**src/rtl/dec_rr_arbiter.sv**
```systemverilog
// rtl/dec_rr_arbiter.sv - round-robin arbiter driving a shared 3-to-8 decoder select/enable
// Optional owner timeout enabled by defining ARB_TIMEOUT_EN.
module dec_rr_arbiter #(
  parameter int HOLD_MAX = 15
) (
  input  logic       clk,
  input  logic       rst_n,
  input  logic [7:0] req,
  output logic [2:0] x,
  output logic       en,
  output logic [7:0] gnt,
  output logic       busy
);

  typedef enum logic {IDLE, GRANT} state_t;

  state_t     state, state_nxt;
  logic [2:0] ptr, ptr_nxt, x_nxt;
  logic [3:0] pick_idle, pick_next;
  logic       new_grant;
  logic       timeout_hit;

  // First set bit of r scanning base, base+1, ... modulo 8; bit 3 flags a hit.
  function automatic logic [3:0] rr_pick(input logic [7:0] r, input logic [2:0] base);
    logic [3:0] res;
    logic [2:0] idx;
    res = 4'b0;
    for (int i = 7; i >= 0; i--) begin
      idx = base + 3'(i);
      if (r[idx]) res = {1'b1, idx};
    end
    return res;
  endfunction

  assign pick_idle = rr_pick(req, ptr + 3'd1);
  assign pick_next = rr_pick(req & ~(8'b1 << x), x + 3'd1);

`ifdef ARB_TIMEOUT_EN
  localparam logic [7:0] HOLD_LAST = 8'(HOLD_MAX - 1);
  logic [7:0] hold_cnt, hold_nxt;

  assign timeout_hit = (hold_cnt == HOLD_LAST);

  always_comb begin
    hold_nxt = 8'd0;
    if (state_nxt == GRANT && !new_grant)
      hold_nxt = (hold_cnt == HOLD_LAST) ? hold_cnt : hold_cnt + 8'd1;
  end

  always_ff @(posedge clk or negedge rst_n) begin
    if (!rst_n) hold_cnt <= 8'd0;
    else        hold_cnt <= hold_nxt;
  end
`else
  logic [7:0] hold_max_unused;
  assign hold_max_unused = 8'(HOLD_MAX);
  assign timeout_hit     = 1'b0;
`endif

  always_ff @(posedge clk or negedge rst_n) begin
    if (!rst_n) begin
      state <= IDLE;
      ptr   <= 3'd7;
      x     <= 3'd0;
    end else begin
      state <= state_nxt;
      ptr   <= ptr_nxt;
      x     <= x_nxt;
    end
  end

  always_comb begin
    state_nxt = state;
    x_nxt     = x;
    ptr_nxt   = ptr;
    new_grant = 1'b0;
    case (state)
      IDLE: begin
        if (pick_idle[3]) begin
          state_nxt = GRANT;
          x_nxt     = pick_idle[2:0];
          ptr_nxt   = pick_idle[2:0];
          new_grant = 1'b1;
        end
      end
      GRANT: begin
        // A release and a forced timeout hand over identically, with no idle bubble.
        if ((!req[x] || timeout_hit) && pick_next[3]) begin
          x_nxt     = pick_next[2:0];
          ptr_nxt   = pick_next[2:0];
          new_grant = 1'b1;
        end else if (!req[x]) begin
          state_nxt = IDLE;
        end
      end
      default: state_nxt = IDLE;
    endcase
  end

  always_comb begin
    en   = (state == GRANT);
    busy = en;
    gnt  = en ? (8'b1 << x) : 8'b0;
  end

endmodule

```
**config.mk**
```make
export PLATFORM = sky130hd
export DESIGN_NAME = dec_rr_arbiter
export DESIGN_NICKNAME = d
export VERILOG_FILES = /design/src/rtl/dec_rr_arbiter.sv
export SDC_FILE = /design/constraint.sdc
export NUM_CORES = 1
export LEC_CHECK = 0
export BUFFER_PORTS_ARGS = -buffer_cell sky130_fd_sc_hd__buf_2
export CORE_ASPECT_RATIO = 0.5
export CORE_MARGIN = 10
export CORE_UTILIZATION = 40
export CTS_BUF_LIST = sky130_fd_sc_hd__clkbuf_8
export CTS_CLUSTER_SIZE = 30
export DETAILED_ROUTE_END_ITERATION = 12
export PLACE_DENSITY = 0.65
export SETUP_SLACK_MARGIN = 0.5
export SLEW_MARGIN = 20
export SYNTH_ARGS = -nofsm -noshare
export SYNTH_HDL_FRONTEND = slang
export SYNTH_SLANG_ARGS = --single-unit
```
**constraint.sdc**
```tcl
create_clock -name clk -period 4.4 [get_ports clk]
set_input_delay 0.88 -clock clk [delete_from_list [all_inputs] [get_ports clk]]
set_output_delay 0.88 -clock clk [all_outputs]
set_load 0.01 [all_outputs]
```
==> metrics <==
outcome completed; final worst slack slightly above 0.8 ns; Reg2Reg Launch Point x[2]; commonest non-fill, non-tap cells in the layout a21oi_1, buf_2, nor2_1, mux2i_1, nand2_1; IO Pins 23; n_diodes 0; layout cells sized above 1 24.8%; Max clock buf depth 2; num rows 19; synthesis-to-layout area growth 7.02%; relative slew slack between 60 and 70%; period utilization between 80 and 90%; Skew-Pair Late Insertion Delay between 0.2 and 0.25 ns; pre-CTS WS around 0.66 ns; Slew @ Worst Pin slightly below 0.6 ns; Routed WL between 6 and 7 mm; Hold Crit Class input pin to asynchronous set/reset pin; distinct cell type count after synthesis 75; Die X roughly 130 um; Iteration-0 DRC Markers approximately 250; Initial Util between 40% and 50%; number of global-route vias before repair roughly 2200; Synth Flop Type dfrtp_1; register area share after synthesis 7.39%; critical path fanouts, max 15; Final #Nets ~310; # port buffers 22; Setup CP Type register to register; root buf cell clkbuf_8; Ys Warns 0; HPWL after DPL between 5 and 6 mm; Tmin final ~3.6 ns; placed cell count 363; initial antenna violation count 0; Hold Vio Cnt, Final 0; Max Slew Vio Count 0; Fin Clk Skew 0.000401 ns; Synth Register Bits 7; vias after detailed routing 2376; area of the mapped netlist approximately 2400 um^2; routed vias/inst around 6.5; Pre-antenna DRT Iters 4; Setup TNS 0 ns; Fmax achieved between 0.2 and 0.3 GHz; gr ovfl total 0; GRT Resource Usage Total between 10% and 20%; global-route wire length before repair 11.5 mm; setup violators final 0; largest net degree at the start of global routing 26; Cell Count, Final, Fillers Out 367; die area just under 10000 um^2; Hold Buf Count CTS 0; Required @ worst endpoint approximately 4.5 ns; Worst Path Arrival 3.71 ns; clk sink count 7; RSZ-0062 raised after global routing false; fillers around 580; DRC Markers 0; nature of the critical path startpoint register; syn nets ~300; Worst setup EP type register; max cap viols 0; Routed Antenna Nets 0; Die Span Y roughly 75 um; Num CTS Buffers 3; GP Congestion a little under 0.9; Crit. Startpoint x[2]; Post-Synthesis Cells roughly 290; Multi-input gate area 2090 um^2; htree depth 1; number of synthesized flops with an enable pin 0; wire per inst 19.0 um; fraction of registers with async set/reset 100%; mean post-synth cell area approximately 8.5 um^2; clock slew at reported path FFs roughly 0.040 ns; CTS tree built; core footprint roughly 5700 um^2; Seq. cell area 180 um^2
-- flip-flops by register name, indices dropped and copies added (netlist names) --
name  flops
x         3
ptr       3
busy      1
-- kinds of logic after synthesis --
| logic type | count (synthesis) | share of synthesized area (%) |
|---|---|---|
| AOI/OAI and AO/OA | 99 | 30.2 |
| xor gates and xnor gates | 11 | 5.94 |
| adders and majority gates | 9 | 4.65 |
| and+or+nand+nor | 87 | 19.7 |
| buffers and inverters | 31 | 6.97 |
| muxes | 41 | 25.2 |
| DFF | 7 | 7.39 |
-- area by class of cell --
type	instances	area share, %
multi-input combinational	247	80.8
sequential	7	6.95
timing repair buffer	27	5.69
tap	73	3.52
clock buffer	3	1.59
inverter	9	1.30
clock inverter	1	0.145
-- worst max-delay path: stages, from the launching register on --
cell and delay (ns):
dfrtp_1 0.60, inv_1 0.20, ha_1 0.45, xnor2_1 0.38
nor2_1 0.12, a22oi_1 0.38, nand3_1 0.13, or4_4 0.58
a31oi_4 0.34, a211oi_1 0.13, a21o_1 0.17
-- synthesized netlist by cell type, drive strengths merged (4+ instances only) --
master | count | area, um^2
a2111oi | 4 | 41.3
a211oi | 6 | 45.0
a21boi | 5 | 41.3
a21o | 9 | 67.6
a21oi | 22 | 110
a22oi | 4 | 30.0
a31oi | 4 | 40.0
and3 | 9 | 57.6
buf | 11 | 72.6
clkbuf | 11 | 62.6
dfrtp | 4 | 100
ha | 9 | 113
inv | 8 | 30.0
mux2 | 7 | 78.8
mux2i | 19 | 190
mux4 | 15 | 342
nand2 | 17 | 63.8
nand2b | 4 | 35.0
nand3 | 8 | 40.0
nor2 | 19 | 71.3
nor3 | 4 | 20.0
nor4 | 4 | 25.0
o21ai | 8 | 40.0
o22ai | 4 | 25.0
xnor2 | 4 | 35.0
xor2 | 5 | 62.6
-- worst paths after layout --
kind	slack (ns)	end	depth (start not counted)
min in group clk	0.55	ptr[1]	1
worst max register to register	0.81	x[2]	10
worst min-delay path	0.47	busy	1
worst min register to register	0.55	ptr[1]	1
max in group asynchronous	3.70	ptr[2]	1
worst max-delay path	0.81	x[2]	10
-- timing repair --
action,in CTS,in global routing
gates resized for setup,0,4
buffers inserted,0,0
setup endpoints to repair,0,5
-- metrics by stage --
stage	area, um^2	utilization, %	hold WS (ns)
floorplan	2420	-	0.505
global placement	2530	44.6	0.526
detailed placement	2530	44.6	0.537
CTS	2570	45.4	0.476
global route	2590	45.8	0.475
finish	2590	45.8	0.473
-- routing by layer --
metal	wire length [um]	share of wire, %	GRT usage [%]
met5	0	0	0
met4	75	1.1	3.22
met3	315	4.5	0.350
met2	3400	49	24.7
met1	3190	46	19.3
Power is not shown: default switching activity piles up to over one toggle a cycle in this logic, so the estimate is an artifact.
